<file path="config.mk">
export PLATFORM = sky130hd
export DESIGN_NAME = board_ram_arbiter_flat
export DESIGN_NICKNAME = d
export VERILOG_FILES = /design/src/rtl/board_ram_arbiter_if.sv /design/src/rtl/board_ram_arbiter.sv /design/src/flat_wrapper.sv
export SDC_FILE = /design/constraint.sdc
export NUM_CORES = 1
export LEC_CHECK = 0
export CORE_MARGIN = 1
export CORE_UTILIZATION = 41
export CTS_BUF_LIST = sky130_fd_sc_hd__clkbuf_4 sky130_fd_sc_hd__clkbuf_8
export DETAILED_ROUTE_END_ITERATION = 10
export PLACE_DENSITY = 0.89
export SLEW_MARGIN = 20
export SYNTH_ARGS = -nofsm -noshare
export SYNTH_HDL_FRONTEND = slang
export SYNTH_SLANG_ARGS = --single-unit
</file>
<file path="constraint.sdc">
create_clock -name clk -period 3.2 [get_ports clk]
set_input_delay 0.96 -clock clk [delete_from_list [all_inputs] [get_ports clk]]
set_output_delay 0.96 -clock clk [all_outputs]
set_load 0.05 [all_outputs]
</file>
<file path="src/rtl/board_ram_arbiter_if.sv">
// Requester-side bus of the board RAM write arbiter: one flattened slice per
// requester for req/lock/address/data, plus the one-hot grant coming back.
interface board_ram_arbiter_if #(
  parameter int NUM_REQ = 3
);
  logic [NUM_REQ-1:0]    req;
  logic [NUM_REQ-1:0]    lock;
  logic [5*NUM_REQ-1:0]  addr_i;
  logic [10*NUM_REQ-1:0] data_i;
  logic [NUM_REQ-1:0]    gnt;

  // Requesters drive the request side and observe the grant.
  modport master (
    output req,
    output lock,
    output addr_i,
    output data_i,
    input  gnt
  );

  // The arbiter observes requests and drives the grant.
  modport slave (
    input  req,
    input  lock,
    input  addr_i,
    input  data_i,
    output gnt
  );
endinterface

</file>
<file path="src/rtl/board_ram_arbiter.sv">
// board_ram_arbiter: round-robin owner of the single board RAM write port.
// Requesters handshake with req/gnt; a requester holding lock keeps the port
// across back-to-back writes. Optional feature macro BOARD_CLEAR_EN adds a
// clear sweep (after reset and on clear_i) that writes zero to all 32 cells.
module board_ram_arbiter #(
  parameter int NUM_REQ = 3
) (
  input  logic                clk,
  input  logic                rst,
  board_ram_arbiter_if.slave  bus,
  input  logic                clear_i,
  output logic                we_ram_board,
  output logic [4:0]          addr_ram_board,
  output logic [9:0]          bus_data_o_ram_board,
  output logic                busy
);

  localparam int PTR_W = $clog2(NUM_REQ);
  localparam logic [PTR_W-1:0] LAST_IDX = PTR_W'(NUM_REQ - 1);

`ifdef BOARD_CLEAR_EN
  typedef enum logic [1:0] {
    ST_ARB    = 2'd0,
    ST_LOCKED = 2'd1,
    ST_CLEAR  = 2'd2
  } state_t;
  localparam state_t RESET_STATE = ST_CLEAR;
`else
  typedef enum logic [1:0] {
    ST_ARB    = 2'd0,
    ST_LOCKED = 2'd1
  } state_t;
  localparam state_t RESET_STATE = ST_ARB;
`endif

  state_t                state_r;
  logic [PTR_W-1:0]      ptr_r;
  logic [PTR_W-1:0]      owner_r;
  logic                  we_r;
  logic [4:0]            addr_r;
  logic [9:0]            data_r;
`ifdef BOARD_CLEAR_EN
  logic [4:0]            cnt_r;
`endif

  logic                  rr_found_s;
  logic [PTR_W-1:0]      rr_win_s;
  logic [PTR_W-1:0]      cand_s;
  logic [NUM_REQ-1:0]    gnt_s;
  logic [PTR_W-1:0]      win_s;
  logic                  hs_s;
  logic [4:0]            win_addr_s;
  logic [9:0]            win_data_s;

  // Next requester index in round-robin order, wrapping after the last one.
  function automatic logic [PTR_W-1:0] wrap_inc(input logic [PTR_W-1:0] idx);
    if (idx == LAST_IDX) begin
      return {PTR_W{1'b0}};
    end else begin
      return idx + PTR_W'(1);
    end
  endfunction

  // Find the first requesting index at or after the round-robin pointer.
  always_comb begin
    rr_found_s = 1'b0;
    rr_win_s   = ptr_r;
    cand_s     = ptr_r;
    for (int k = 0; k < NUM_REQ; k++) begin
      if (!rr_found_s && bus.req[cand_s]) begin
        rr_found_s = 1'b1;
        rr_win_s   = cand_s;
      end else begin
        rr_found_s = rr_found_s;
      end
      cand_s = wrap_inc(cand_s);
    end
  end

  // Grant decode: round-robin winner in ARB, owner only in LOCKED, none otherwise.
  always_comb begin
    gnt_s = {NUM_REQ{1'b0}};
    win_s = rr_win_s;
    if (rst) begin
      gnt_s = {NUM_REQ{1'b0}};
    end else begin
      case (state_r)
        ST_ARB: begin
`ifdef BOARD_CLEAR_EN
          if (clear_i) begin
            gnt_s = {NUM_REQ{1'b0}};
          end else if (rr_found_s) begin
            gnt_s[rr_win_s] = 1'b1;
          end else begin
            gnt_s = {NUM_REQ{1'b0}};
          end
`else
          if (rr_found_s) begin
            gnt_s[rr_win_s] = 1'b1;
          end else begin
            gnt_s = {NUM_REQ{1'b0}};
          end
`endif
        end
        ST_LOCKED: begin
          win_s          = owner_r;
          gnt_s[owner_r] = bus.req[owner_r];
        end
        default: begin
          gnt_s = {NUM_REQ{1'b0}};
        end
      endcase
    end
  end

  assign hs_s       = |(bus.req & gnt_s);
  assign win_addr_s = bus.addr_i[5*int'(win_s) +: 5];
  assign win_data_s = bus.data_i[10*int'(win_s) +: 10];
  assign bus.gnt    = gnt_s;

  // Arbiter state machine and registered RAM write port.
  always_ff @(posedge clk) begin
    if (rst) begin
      state_r <= RESET_STATE;
      ptr_r   <= {PTR_W{1'b0}};
      owner_r <= {PTR_W{1'b0}};
      we_r    <= 1'b0;
      addr_r  <= 5'd0;
      data_r  <= 10'd0;
`ifdef BOARD_CLEAR_EN
      cnt_r   <= 5'd0;
`endif
    end else begin
      we_r <= 1'b0;
      case (state_r)
`ifdef BOARD_CLEAR_EN
        ST_CLEAR: begin
          we_r   <= 1'b1;
          addr_r <= cnt_r;
          data_r <= 10'd0;
          cnt_r  <= cnt_r + 5'd1;
          if (cnt_r == 5'd31) begin
            state_r <= ST_ARB;
          end else begin
            state_r <= ST_CLEAR;
          end
        end
`endif
        ST_ARB: begin
`ifdef BOARD_CLEAR_EN
          if (clear_i) begin
            state_r <= ST_CLEAR;
            cnt_r   <= 5'd0;
          end else if (hs_s) begin
            we_r   <= 1'b1;
            addr_r <= win_addr_s;
            data_r <= win_data_s;
            ptr_r  <= wrap_inc(win_s);
            if (bus.lock[win_s]) begin
              state_r <= ST_LOCKED;
              owner_r <= win_s;
            end else begin
              state_r <= ST_ARB;
            end
          end else begin
            state_r <= ST_ARB;
          end
`else
          if (hs_s) begin
            we_r   <= 1'b1;
            addr_r <= win_addr_s;
            data_r <= win_data_s;
            ptr_r  <= wrap_inc(win_s);
            if (bus.lock[win_s]) begin
              state_r <= ST_LOCKED;
              owner_r <= win_s;
            end else begin
              state_r <= ST_ARB;
            end
          end else begin
            state_r <= ST_ARB;
          end
`endif
        end
        ST_LOCKED: begin
          // Pointer stays frozen; ownership ends on an unlocked write or a dropped req.
          if (hs_s) begin
            we_r   <= 1'b1;
            addr_r <= win_addr_s;
            data_r <= win_data_s;
            if (bus.lock[owner_r]) begin
              state_r <= ST_LOCKED;
            end else begin
              state_r <= ST_ARB;
            end
          end else begin
            state_r <= ST_ARB;
          end
        end
        default: begin
          state_r <= RESET_STATE;
        end
      endcase
    end
  end

`ifdef BOARD_CLEAR_EN
  assign busy = (state_r == ST_CLEAR);
`else
  logic clear_unused_s;
  assign clear_unused_s = clear_i;
  assign busy           = 1'b0;
`endif

  assign we_ram_board         = we_r;
  assign addr_ram_board       = addr_r;
  assign bus_data_o_ram_board = data_r;

endmodule

</file>
<file path="src/flat_wrapper.sv">
// flat-port wrapper written by rule: the top's interface ports become plain ports
module board_ram_arbiter_flat 
#(
  parameter int NUM_REQ = 3
)
  (clk, rst, clear_i, we_ram_board, addr_ram_board, bus_data_o_ram_board, busy, bus_req, bus_lock, bus_addr_i, bus_data_i, bus_gnt);
  board_ram_arbiter_if #(.NUM_REQ(NUM_REQ)) bus_i ();
  input  logic clk;
  input  logic rst;
  input  logic clear_i;
  output logic we_ram_board;
  output logic [4:0] addr_ram_board;
  output logic [9:0] bus_data_o_ram_board;
  output logic busy;
  input wire logic [$bits(bus_i.req)-1:0] bus_req;
  input wire logic [$bits(bus_i.lock)-1:0] bus_lock;
  input wire logic [$bits(bus_i.addr_i)-1:0] bus_addr_i;
  input wire logic [$bits(bus_i.data_i)-1:0] bus_data_i;
  output wire logic [$bits(bus_i.gnt)-1:0] bus_gnt;
  assign bus_i.req = bus_req;
  assign bus_i.lock = bus_lock;
  assign bus_i.addr_i = bus_addr_i;
  assign bus_i.data_i = bus_data_i;
  assign bus_gnt = bus_i.gnt;
  board_ram_arbiter #(.NUM_REQ(NUM_REQ)) u_core (.clk(clk), .rst(rst), .bus(bus_i), .clear_i(clear_i), .we_ram_board(we_ram_board), .addr_ram_board(addr_ram_board), .bus_data_o_ram_board(bus_data_o_ram_board), .busy(busy));
endmodule
</file>
==> results of run 1 <==
-- state kept, by name, summed over array words and instances (netlist names) --
| signal | count |
|---|---|
| u_core.bus_data_o_ram_board | 10 |
| u_core.addr_ram_board | 5 |
| u_core.owner_r | 2 |
| u_core.ptr_r | 2 |
| u_core.state_r | 1 |
| u_core.we_ram_board | 1 |
-- power groups by stage --
stage	Sequential, W	Combinational (W)	Clock (W)
2_1_floorplan	0.000432	0.000287	0
3_3_place_gp	0.000336	0.000602	0
3_5_place_dp	0.000339	0.000615	0
4_1_cts	0.000335	0.000634	0.000134
5_1_grt	0.000342	0.000674	0.000146
6_report	0.000337	0.000637	0.000133
-- worst max-delay path by stage --
stage	startpoint	to	slack, ns	depth (start not counted)
2_1_floorplan	bus_req[0]	bus_gnt[0]	-0.19	6
3_3_place_gp	bus_req[1]	bus_gnt[1]	-0.26	6
3_5_place_dp	bus_req[0]	bus_gnt[0]	-0.25	7
4_1_cts	bus_req[1]	bus_gnt[2]	0.006	7
5_1_grt	bus_req[0]	bus_gnt[2]	0.03	8
6_report	bus_req[0]	bus_gnt[2]	0.11	7
-- cell usage in the layout, fill, tap and decap left out, types with 3 or more instances in the layout --
cell / instances
clkbuf_4: 3
buf_4: 26
dfxtp_1: 21
mux2_4: 8
dlygate4sd2_1: 3
buf_12: 5
nor3_1: 17
nand2b_1: 6
a21oi_1: 4
a221oi_1: 7
o21ai_0: 3
mux2_2: 7
nand2_1: 7
o21ai_2: 4
a221oi_2: 8
clkdlybuf4s50_1: 64
nor2_1: 18
-- layer usage --
| layer | track usage | part of all wire | vias up |
|---|---|---|---|
| met1 | 0.2991 | 0.41 | 768 |
| met3 | 0.01449 | 0.049 | 10 |
| met2 | 0.4654 | 0.52 | 68 |
| li1 | - | - | 784 |
| met5 | 0 | 0 | - |
| met4 | 0.07937 | 0.027 | 0 |
-- stage by stage --
stage                      power, W  instance area (sq um)    util  TNS, ns
final                      0.001107                   2490  0.7346        0
after global routing       0.001161                   2490  0.7346        0
after detailed placement  0.0009542                   2389  0.7047   -1.379
after floorplan           0.0007187                   1466       -  -0.1879
after global placement    0.0009380                   2389  0.7047  -0.9549
after CTS                  0.001103                   2494  0.7357        0
-- area by class of cell --
cell class	instances	area [sq um]	share of cell area
tap	46	57.56	0.02312
sequential	21	420.4	0.1688
clock buffer	3	22.52	0.009045
timing repair buffer	101	983.4	0.3950
clock inverter	1	5.005	0.002010
multi-input combinational	120	985.9	0.3960
inverter	4	15.01	0.006030
-- cells by family (layout without fill, tap and decap cells) --
family | Yosys count | count (layout) | share of synthesized area
AOI/OAI and AO/OA | 43 | 43 | 0.2926
buffers and inverters | 16 | 109 | 0.07100
DFF | 21 | 21 | 0.2874
muxes | 17 | 17 | 0.1497
other | 1 | 1 | 0.002564
and+or+nand+nor | 59 | 59 | 0.1968
-- critical path, delay by kind of cell --
family	cells	cell delay [ns]
buffers and inverters	3	0.55
AOI/OAI and AO/OA	2	0.41
and+or+nand+nor	2	0.21
-- repair_timing --
action | in CTS | in global routing
pin swaps | 3 | 0
setup endpoints to repair | 3 | 3
setup buffers | 4 | 0
resized for setup | 16 | 2
cloned | 1 | 0
==> summary.log, run 1 <==
INFO  outcome        outcome=finished clean
INFO  critical_path  cpMaxStageDelayCell=o31ai_2
INFO  clock_tree     cts_bufs_inserted=3
INFO  power_and_ir_drop switchingPower=0.0004600W
INFO  yosys          synthesized_flop_and_latch_total=21
INFO  cells_and_area antennaDiodeCount=0
INFO  die            die_w=61.73microns
INFO  detailed_routing postRouteWirelength=4728microns
INFO  yosys          most_frequent_cell_after_synthesis=dfxtp_1
INFO  power_and_ir_drop power.combinational.fraction=0.576
INFO  yosys          cell_type_contributing_the_most_total_cell_area_after_synthesis=dfxtp_1
INFO  clock_tree     htree_num_levels=1
INFO  critical_path  timing.setup.critical_path_class=in -> out
INFO  timing         skew=0.01595ns
INFO  timing         setup_repair_after_global_routing_missed_its_margin=no
INFO  timing         post-route-worst-setup-slack=0.1056ns
INFO  timing         final-hold-violation-count=0
INFO  detailed_routing wl_per_cell=15.97microns
INFO  critical_path  cp_max_fo=5
INFO  critical_path  startpoint_type=input port
INFO  die            die_area=0.003811sqmm
INFO  worst_hold_path hold_start=u_core.bus_data_o_ram_board[6]$_SDFFE_PP0P_
INFO  clock_tree     insertion_delay=0.32ns
INFO  clock_tree     register_clock_pin_slew_on_the_reported_worst_setup_and_hold_paths=0.13ns
INFO  yosys          synth_top_cells_by_area=dfxtp_1, a221oi_2, mux2_4
INFO  power_and_ir_drop irDropWorstVdd=0.0002633V
INFO  die            fp.dieH=61.73microns
INFO  global_routing grt_pass1_wl=6886microns
INFO  global_routing grt_pass1_vias=1500
INFO  yosys          synth_top_flop_cell=dfxtp_1
INFO  place          numPlacedInstances=287
INFO  detailed_routing initialDrtViolationCount=58
INFO  detailed_routing route.detailed.vias_per_inst=5.507
INFO  timing         timing_worst_slew_pin_value=0.5165ns
INFO  timing         max_freq=323.2MHz
INFO  critical_path  worstReg2RegStart=u_core.ptr_r[0]$_SDFFE_PP0P_
INFO  yosys          syn-instance-count=157
INFO  clock_tree     cts_tree=done
INFO  critical_path  reg2reg_depth=7
INFO  clock_tree     cts_hold_repair.buffers=0
INFO  global_routing grt_resource_usage_total=0.2474
INFO  clock_tree     cts-root-to-sink-buffers=2
INFO  yosys          synth.avg_cell_area=9.316squm
INFO  timing         setup_violations=0
INFO  worst_hold_path worst_hold_path.endpoint=u_core.bus_data_o_ram_board[6]$_SDFFE_PP0P_
INFO  clock_tree     clock_sinks=21
INFO  timing         fin_worst_hold_slack=0.5037ns
INFO  yosys          edff_count_synth=0
INFO  yosys          synth-seq-area-share=0.2874
INFO  worst_hold_path hold_path_class=reg -> reg
INFO  critical_path  cp_data_arrival_time=2.13ns
INFO  critical_path  worstPathCellList=dlygate4sd2_1 > buf_6 > o31ai_2 > nor3_2 > nand2_1 > o21ai_2 > buf_12
INFO  worst_hold_path worst_hold_path_cells=2
INFO  place          detailedPlacementHpwl=3458microns
INFO  run            max_cap_check_violation_count=0
INFO  global_routing grt_overflow_total=0
INFO  timing         slew_viol_final=0
INFO  detailed_routing drt_drc_violations_left=0
INFO  detailed_routing routed-via-count=1630
INFO  yosys          post_synth_num_cell_types=40
INFO  die            floorplan.core_area=0.003390sqmm
INFO  yosys          netlist_top_cells_count=dfxtp_1, nor2_1, nor3_1
INFO  detailed_routing postRouteAntennaNets=0
INFO  die            floorplan.initialDensity=0.4315
INFO  timing         final_period_minus_worst_setup_slack=3.094ns
INFO  global_routing antenna_found_initial=0
INFO  critical_path  timing.reg2reg.setup_slack=0.95ns
INFO  place          detailedPlace.worstSlack=-0.2513ns
INFO  yosys          yosys_warnings=0
INFO  power_and_ir_drop p_per_area=444.5mW/mm^2
INFO  clock_tree     cts_root_buf=clkbuf_4
INFO  place          finalWeightedCongestion=0.9139
INFO  yosys          synthesis.nets=211
INFO  cells_and_area layout_cells_sized_above_1=0.3160
INFO  cells_and_area finalNetCount=305
INFO  yosys          synth-async-reset-ratio=0
INFO  power_and_ir_drop netSwitchingFraction=0.4156
INFO  power_and_ir_drop p_int=0.0006468W
INFO  power_and_ir_drop clock_power_share=0.120
INFO  place          placement.io_buffers=71
INFO  critical_path  worstSetupEndpointType=primary output
INFO  critical_path  crit_required=2.24ns
INFO  timing         period_share=0.9670
INFO  die            fp-row-count=21
INFO  power_and_ir_drop leakage=0.9886nW
INFO  detailed_routing drt-pass1-iter-count=5
INFO  timing         worst_case_headroom_to_the_max_slew_limit=0.6546
INFO  yosys          synth_top_area_share=0.2874
INFO  yosys          syn_std_cell_area=0.001463sqmm
INFO  die            count_of_pins_on_the_block_boundary=74
INFO  cells_and_area area_growth_syn_to_layout=70.23%
INFO  power_and_ir_drop seq_power_share=0.304
INFO  critical_path  regToRegEndpoint=u_core.bus_data_o_ram_board[7]$_SDFFE_PP0P_
INFO  critical_path  critPathMaxStageDelay=0.34ns
INFO  cells_and_area post_layout_nonfiller_instances=296
INFO  global_routing grt_max_degree=18
INFO  cells_and_area fillerInstances=237
No activity file was read; power rests on OpenSTA's default activity.
==> run 2, diff against run 1 <==
- TNS_END_PERCENT: not set -> 50
==> run 2 against run 1 <==
Compared with the run above:
- combinational power rose by 0.9%
- critical path type unchanged
- flip-flop and latch count unchanged
- largest power group unchanged
- register-to-register slack got worse by 0.04 ns
- clock power is 5% lower
- critical endpoint unchanged
==> summary.log, run 2 (synthesized netlist as in run 1, its figures left out) <==
INFO  timing         slew_viol_final=0 [unchanged]
INFO  cells_and_area most_frequent_cells_in_the_layout=clkdlybuf4s50_1, buf_4, dfxtp_1
INFO  critical_path  startpoint_type=input port
INFO  die            fp-row-count=21 [unchanged]
INFO  critical_path  crit_required=2.24ns [about the same]
INFO  timing         period_share=0.9780 [+0.01102]
INFO  detailed_routing postRouteAntennaNets=0 [unchanged]
INFO  clock_tree     cts_hold_repair.buffers=0 [unchanged]
INFO  cells_and_area register_area=420.4squm [unchanged]
INFO  power_and_ir_drop leakage=1.006nW [+1.8%]
INFO  critical_path  cp_max_fo=5 [unchanged]
INFO  timing         final_period_minus_worst_setup_slack=3.130ns [+0.03525 ns]
INFO  place          finalWeightedCongestion=0.8887 [-2.8%]
INFO  cells_and_area area_growth_syn_to_layout=71.69%
INFO  cells_and_area fillerInstances=240 [+1.3%]
INFO  global_routing grt_max_degree=18 [unchanged]
INFO  place          placement.io_buffers=71 [unchanged]
INFO  timing         post-route-worst-setup-slack=0.07032ns [-0.03525 ns]
INFO  clock_tree     register_clock_pin_slew_on_the_reported_worst_setup_and_hold_paths=0.11ns [-0.02 ns]
INFO  global_routing grt_overflow_total=0 [unchanged]
INFO  place          detailedPlace.worstSlack=-0.3020ns [-0.05079 ns]
INFO  cells_and_area layout.cells.most_common=clkdlybuf4s50_1
INFO  cells_and_area layout_cells_sized_above_1=0.3187 [+0.002725]
INFO  die            count_of_pins_on_the_block_boundary=74 [unchanged]
INFO  place          detailedPlacementHpwl=3382microns [-2.2%]
INFO  detailed_routing wl_per_cell=15.11microns [-5.4%]
INFO  die            fp.dieH=61.73microns [unchanged]
INFO  run            max_cap_check_violation_count=0 [unchanged]
INFO  global_routing grt_resource_usage_total=0.2266 [-0.02076]
INFO  clock_tree     clock_sinks=21 [unchanged]
INFO  power_and_ir_drop irDropWorstVdd=0.0003775V [+43%]
INFO  timing         setup_repair_after_global_routing_missed_its_margin=no
INFO  global_routing antenna_found_initial=0 [unchanged]
INFO  global_routing grt_pass1_vias=1466 [-2.3%]
INFO  die            die_w=61.73microns [unchanged]
INFO  die            die_area=0.003811sqmm [unchanged]
INFO  timing         timing_worst_slew_pin_value=0.5384ns [+0.02186 ns]
INFO  cells_and_area multiInputGateArea=983.4squm [-0.25%]
INFO  power_and_ir_drop p_per_area=440.3mW/mm^2 [-0.96%]
INFO  clock_tree     cts_tree=done
INFO  timing         max_freq=319.5MHz [-1.1%]
INFO  detailed_routing routed-via-count=1681 [+3.1%]
INFO  clock_tree     htree_num_levels=1 [unchanged]
INFO  worst_hold_path hold_path_class=reg -> reg
INFO  critical_path  cp_data_arrival_time=2.17ns [+0.04 ns]
INFO  clock_tree     cts_root_buf=clkbuf_4
INFO  detailed_routing postRouteWirelength=4488microns [-5.1%]
INFO  power_and_ir_drop post_route_total_power=0.001106W [-0.11%]
INFO  outcome        outcome=finished clean
INFO  clock_tree     cts-root-to-sink-buffers=2 [unchanged]
INFO  cells_and_area final_core_util=0.7409 [+0.006276]
INFO  timing         finalSetupTns=0ns [unchanged]
INFO  detailed_routing initialDrtViolationCount=76 [+31%]
INFO  timing         final-hold-violation-count=0 [unchanged]
INFO  timing         fin_worst_hold_slack=0.4948ns [-0.008882 ns]
INFO  cells_and_area finalNetCount=306 [+0.33%]
INFO  detailed_routing route.detailed.vias_per_inst=5.660 [+2.8%]
INFO  die            floorplan.core_area=0.003390sqmm [unchanged]
INFO  die            floorplan.initialDensity=0.4315 [unchanged]
INFO  clock_tree     insertion_delay=0.31ns [about the same]
INFO  critical_path  timing.setup.critical_path_class=in -> out
INFO  detailed_routing drt_drc_violations_left=0 [unchanged]
INFO  cells_and_area antennaDiodeCount=0 [unchanged]
INFO  timing         setup_violations=0 [unchanged]
INFO  clock_tree     cts_bufs_inserted=3 [unchanged]
INFO  critical_path  worstSetupEndpointType=primary output
INFO  cells_and_area largest_reg_flops=10 [unchanged]
INFO  timing         skew=0.01127ns [-0.004686 ns]
INFO  global_routing grt_pass1_wl=6444microns [-6.4%]
INFO  timing         worst_case_headroom_to_the_max_slew_limit=0.6399 [-0.01462]
INFO  detailed_routing drt-pass1-iter-count=4 [-1]
run 2: changes by cell type in the layout (fill, tap and decap cells not counted):
cell,delta
buf_12,+1
nand2_1,-1
dlymetal6s2s_1,+1
dlygate4sd2_1,-1
o31ai_1,+1
o31ai_2,-1
nand2_2,+1
run 2: metrics by stage:
stage | std cells | instance area (sq um)
after global placement | 287 | 2397
final | 297 | 2511
after floorplan | 157 | 1463
after global routing | 297 | 2511
after detailed placement | 287 | 2397
after CTS | 295 | 2489
run 2: path summary, 6_finish.rpt:
check                           depth (start not counted)                                           to                                        start  slack [ns]
worst max-delay path                                    8                                   bus_gnt[2]                                   bus_req[0]        0.07
worst min register to register                          2  u_core.bus_data_o_ram_board[0]$_SDFFE_PP0P_  u_core.bus_data_o_ram_board[0]$_SDFFE_PP0P_        0.49
worst max register to register                          9  u_core.bus_data_o_ram_board[2]$_SDFFE_PP0P_                 u_core.state_r[0]$_SDFF_PP0_        0.91
worst min-delay path                                    2  u_core.bus_data_o_ram_board[0]$_SDFFE_PP0P_  u_core.bus_data_o_ram_board[0]$_SDFFE_PP0P_        0.49
run 2: repair_timing:
item	4_1_cts	5_1_grt
pin swaps	3	2
endpoints found under the setup margin	3	3
gates cloned	1	0
gates resized for setup	13	6
setup buffers	3	2
run 2: per-layer routing:
metal,track usage,part of all wire
met3,0.05797,0.073
met5,0,0
met4,0.05714,0.022
met2,0.4194,0.53
met1,0.2585,0.38
run 2: power by group:
group | leakage, nW | switching [W] | internal, W | total, W
Clock | 0.0177 | 0.0000803 | 0.0000467 | 0.000127
Sequential | 0.174 | 0.0000346 | 0.000301 | 0.000335
Combinational | 0.815 | 0.000337 | 0.000306 | 0.000643
Total | 1.01 | 0.000452 | 0.000654 | 0.00111
run 2: worst max-delay path, cell delays in order:
cell and delay (ns):
dlygate4sd2_1 0.26, buf_6 0.13, buf_4 0.13, o22ai_4 0.12, a22o_1 0.22, nand2_1 0.09, o21ai_2 0.09, buf_12 0.15
run 2: cell type report:
cell class	count	area share
clock inverters	1	0.001993
clock buffers	3	0.008969
multi-input cells	120	0.3916
repair buffers	102	0.4011
flip-flops and latches	21	0.1674
well taps	46	0.02292
inverters	4	0.005979
==> run 3, diff against run 2 <==
- CORE_UTILIZATION: 41 -> 37
- HOLD_SLACK_MARGIN: not set -> 0.12
- PLACE_DENSITY: 0.89 -> 0.85
- clock period: 3.2 -> 2.7 ns (I/O delays scaled with it)
==> run 3 against run 2 <==
Compared with the run above:
- clock-buffer cell count is 1 higher
- flip-flop and latch count is the same
- clock skew fell by 0.010 ns
- die area rose by 10%
- via count is 2.8% lower
- register-to-register slack lost 0.49 ns
- design area is 4.5% higher
- first-iteration DRC count shrank 36%
- clock power rose by 68%
- largest cell class unchanged
- largest power group unchanged
==> summary.log, run 3 (synthesized netlist as in run 1, its figures left out) <==
INFO  outcome        outcome=finished clean
INFO  cells_and_area finalNetCount=314 [+2.6%]
INFO  run            max_cap_check_violation_count=0 [unchanged]
INFO  critical_path  critPathMaxStageDelay=0.25ns [about the same]
INFO  critical_path  worstPathCellList=clkbuf_4 > nand2b_1 > o32ai_4 > nor3_2 > nand2_1 > o21ai_2 > buf_12
INFO  die            die_w=64.88microns [+5.1%]
INFO  global_routing grt_pass1_wl=7245microns [+12%]
INFO  critical_path  crit_required=1.89ns [-0.35 ns]
INFO  power_and_ir_drop leakage=1.050nW [+4.3%]
INFO  power_and_ir_drop p_per_area=537.1mW/mm^2 [+22%]
INFO  cells_and_area area_growth_syn_to_layout=79.47%
INFO  cells_and_area multiInputGateArea=0.001020sqmm [+3.7%]
INFO  detailed_routing postRouteWirelength=4573microns [+1.9%]
INFO  die            floorplan.core_area=0.003716sqmm [+9.6%]
INFO  critical_path  cpMaxStageDelayCell=nor3_2
INFO  cells_and_area antennaDiodeCount=0 [unchanged]
INFO  die            die_area=0.004209sqmm [+10%]
INFO  critical_path  critPathCapture=bus_gnt[0]
INFO  place          finalWeightedCongestion=0.8862 [-0.28%]
INFO  timing         timing_worst_slew_pin_value=0.5126ns [-0.02583 ns]
INFO  global_routing antenna_found_initial=0 [unchanged]
INFO  power_and_ir_drop irDropWorstVdd=0.0003800V [+0.65%]
INFO  cells_and_area final_core_util=0.7064 [-0.03447]
INFO  clock_tree     htree_num_levels=1 [unchanged]
INFO  die            fp-row-count=22 [+4.8%]
INFO  global_routing grt_overflow_total=0 [unchanged]
INFO  critical_path  cp_max_fo=8 [+3]
INFO  detailed_routing wl_per_cell=14.90microns [-1.4%]
INFO  place          numPlacedInstances=292 [+1.7%]
INFO  clock_tree     cts-root-to-sink-buffers=2 [unchanged]
INFO  clock_tree     cts_bufs_inserted=3 [unchanged]
INFO  detailed_routing routed-via-count=1634 [-2.8%]
INFO  critical_path  cp_data_arrival_time=1.85ns [-0.32 ns]
INFO  cells_and_area layout_cells_sized_above_1=0.3591 [+0.04035]
INFO  place          detailedPlacementHpwl=3266microns [-3.4%]
INFO  timing         finalSetupTns=0ns [unchanged]
INFO  detailed_routing postRouteAntennaNets=0 [unchanged]
INFO  worst_hold_path hold_path_class=reg -> reg
INFO  detailed_routing route.detailed.vias_per_inst=5.322 [-6.0%]
INFO  clock_tree     register_clock_pin_slew_on_the_reported_worst_setup_and_hold_paths=0.07ns [-0.04 ns]
INFO  clock_tree     cts_tree=done
INFO  critical_path  reg2reg_depth=7 [-2]
INFO  critical_path  regToRegEndpoint=u_core.addr_ram_board[2]$_SDFFE_PP0P_
INFO  cells_and_area most_frequent_cells_in_the_layout=clkdlybuf4s50_1, buf_4, dfxtp_1
INFO  clock_tree     clock_sinks=21 [unchanged]
INFO  timing         period_share=0.9865
INFO  critical_path  worstReg2RegStart=u_core.ptr_r[0]$_SDFFE_PP0P_
INFO  global_routing grt_resource_usage_total=0.2237 [-0.002984]
INFO  timing         final-hold-violation-count=0 [unchanged]
INFO  timing         max_freq=375.4MHz
INFO  detailed_routing drt-pass1-iter-count=5 [+1]
INFO  place          placement.io_buffers=71 [unchanged]
INFO  critical_path  worstSetupEndpointType=primary output
INFO  die            floorplan.initialDensity=0.3936 [-0.03792]
INFO  critical_path  timing.critical_path.from=bus_req[1]
INFO  cells_and_area fillerInstances=284 [+18%]
INFO  cells_and_area largest_reg_flops=10 [unchanged]
INFO  detailed_routing initialDrtViolationCount=49 [-36%]
INFO  critical_path  timing.setup.critical_path_class=in -> out
INFO  timing         skew=0.0008411ns [-0.01043 ns]
INFO  global_routing grt_pass1_vias=1611 [+9.9%]
INFO  cells_and_area post_layout_nonfiller_instances=307 [+3.4%]
INFO  timing         slew_viol_final=0 [unchanged]
INFO  cells_and_area register_area=420.4squm [unchanged]
INFO  die            count_of_pins_on_the_block_boundary=74 [unchanged]
INFO  timing         setup_violations=0 [unchanged]
INFO  die            fp.dieH=64.88microns [+5.1%]
INFO  cells_and_area layout.cells.most_common=clkdlybuf4s50_1
INFO  global_routing grt_max_degree=18 [unchanged]
INFO  clock_tree     cts_root_buf=clkbuf_8
INFO  timing         final_period_minus_worst_setup_slack=2.664ns
INFO  critical_path  timing.reg2reg.setup_slack=0.42ns [-0.49 ns]
INFO  critical_path  startpoint_type=input port
INFO  detailed_routing drt_drc_violations_left=0 [unchanged]
INFO  clock_tree     insertion_delay=0.26ns [-0.05 ns]
INFO  timing         worst_case_headroom_to_the_max_slew_limit=0.6572 [+0.01728]
run 3: routing by layer:
layer  track usage  wire, microns
met5             0              0
met4       0.06389             61
met3       0.04577            268
met2        0.4128           2354
met1        0.2551           1888
run 3: worst min path at each step:
stage,from,end,cells after the start
after floorplan,u_core.owner_r[0]$_SDFFE_PP0P_,u_core.owner_r[0]$_SDFFE_PP0P_,2
after global placement,u_core.bus_data_o_ram_board[9]$_SDFFE_PP0P_,u_core.bus_data_o_ram_board[9]$_SDFFE_PP0P_,2
after detailed placement,u_core.bus_data_o_ram_board[9]$_SDFFE_PP0P_,u_core.bus_data_o_ram_board[9]$_SDFFE_PP0P_,2
after CTS,u_core.bus_data_o_ram_board[9]$_SDFFE_PP0P_,u_core.bus_data_o_ram_board[9]$_SDFFE_PP0P_,2
after global routing,u_core.addr_ram_board[1]$_SDFFE_PP0P_,u_core.addr_ram_board[1]$_SDFFE_PP0P_,2
final,u_core.bus_data_o_ram_board[5]$_SDFFE_PP0P_,u_core.bus_data_o_ram_board[5]$_SDFFE_PP0P_,2
run 3: repair_timing:
action                                  4_1_cts  5_1_grt
buffers inserted                             10        2
endpoints found under the setup margin       18        3
gates resized for setup                      26        7
hold buffers                                  0        0
pin swaps                                     7        6
run 3: through the flow:
| stage | instance area [sq um] | setup WS, ns | hold WS, ns | power (W) |
|---|---|---|---|---|
| 3_5_place_dp | 2434 | -0.4504 | 0.4792 | 0.001146 |
| 4_1_cts | 2585 | 0.03715 | 0.4931 | 0.001394 |
| 5_1_grt | 2625 | -0.03313 | 0.5281 | 0.001479 |
| 3_3_place_gp | 2434 | -0.4349 | 0.4761 | 0.001131 |
| 2_1_floorplan | 1474 | -0.1526 | 0.5071 | 0.0008544 |
| 6_report | 2625 | 0.03640 | 0.4905 | 0.001410 |
run 3: power breakdown:
part	switching, W	total [W]	internal, W
clock network	0.0000979	0.000213	0.000115
logic	0.000409	0.000795	0.000387
registers	0.0000444	0.000401	0.000357
run 3: worst max-delay path, delay by kind of cell:
kind	cells	cell delay [ns]
AND/OR/NAND/NOR	3	0.49
buffers and inverters	2	0.33
AO/OA/AOI/OAI	2	0.23
run 3: area by class of cell:
cell class | count | area share
flip-flops and latches | 21 | 0.1602
well taps | 48 | 0.02288
inverters | 4 | 0.005720
clock buffers | 4 | 0.01859
multi-input cells | 120 | 0.3885
repair buffers | 110 | 0.4042
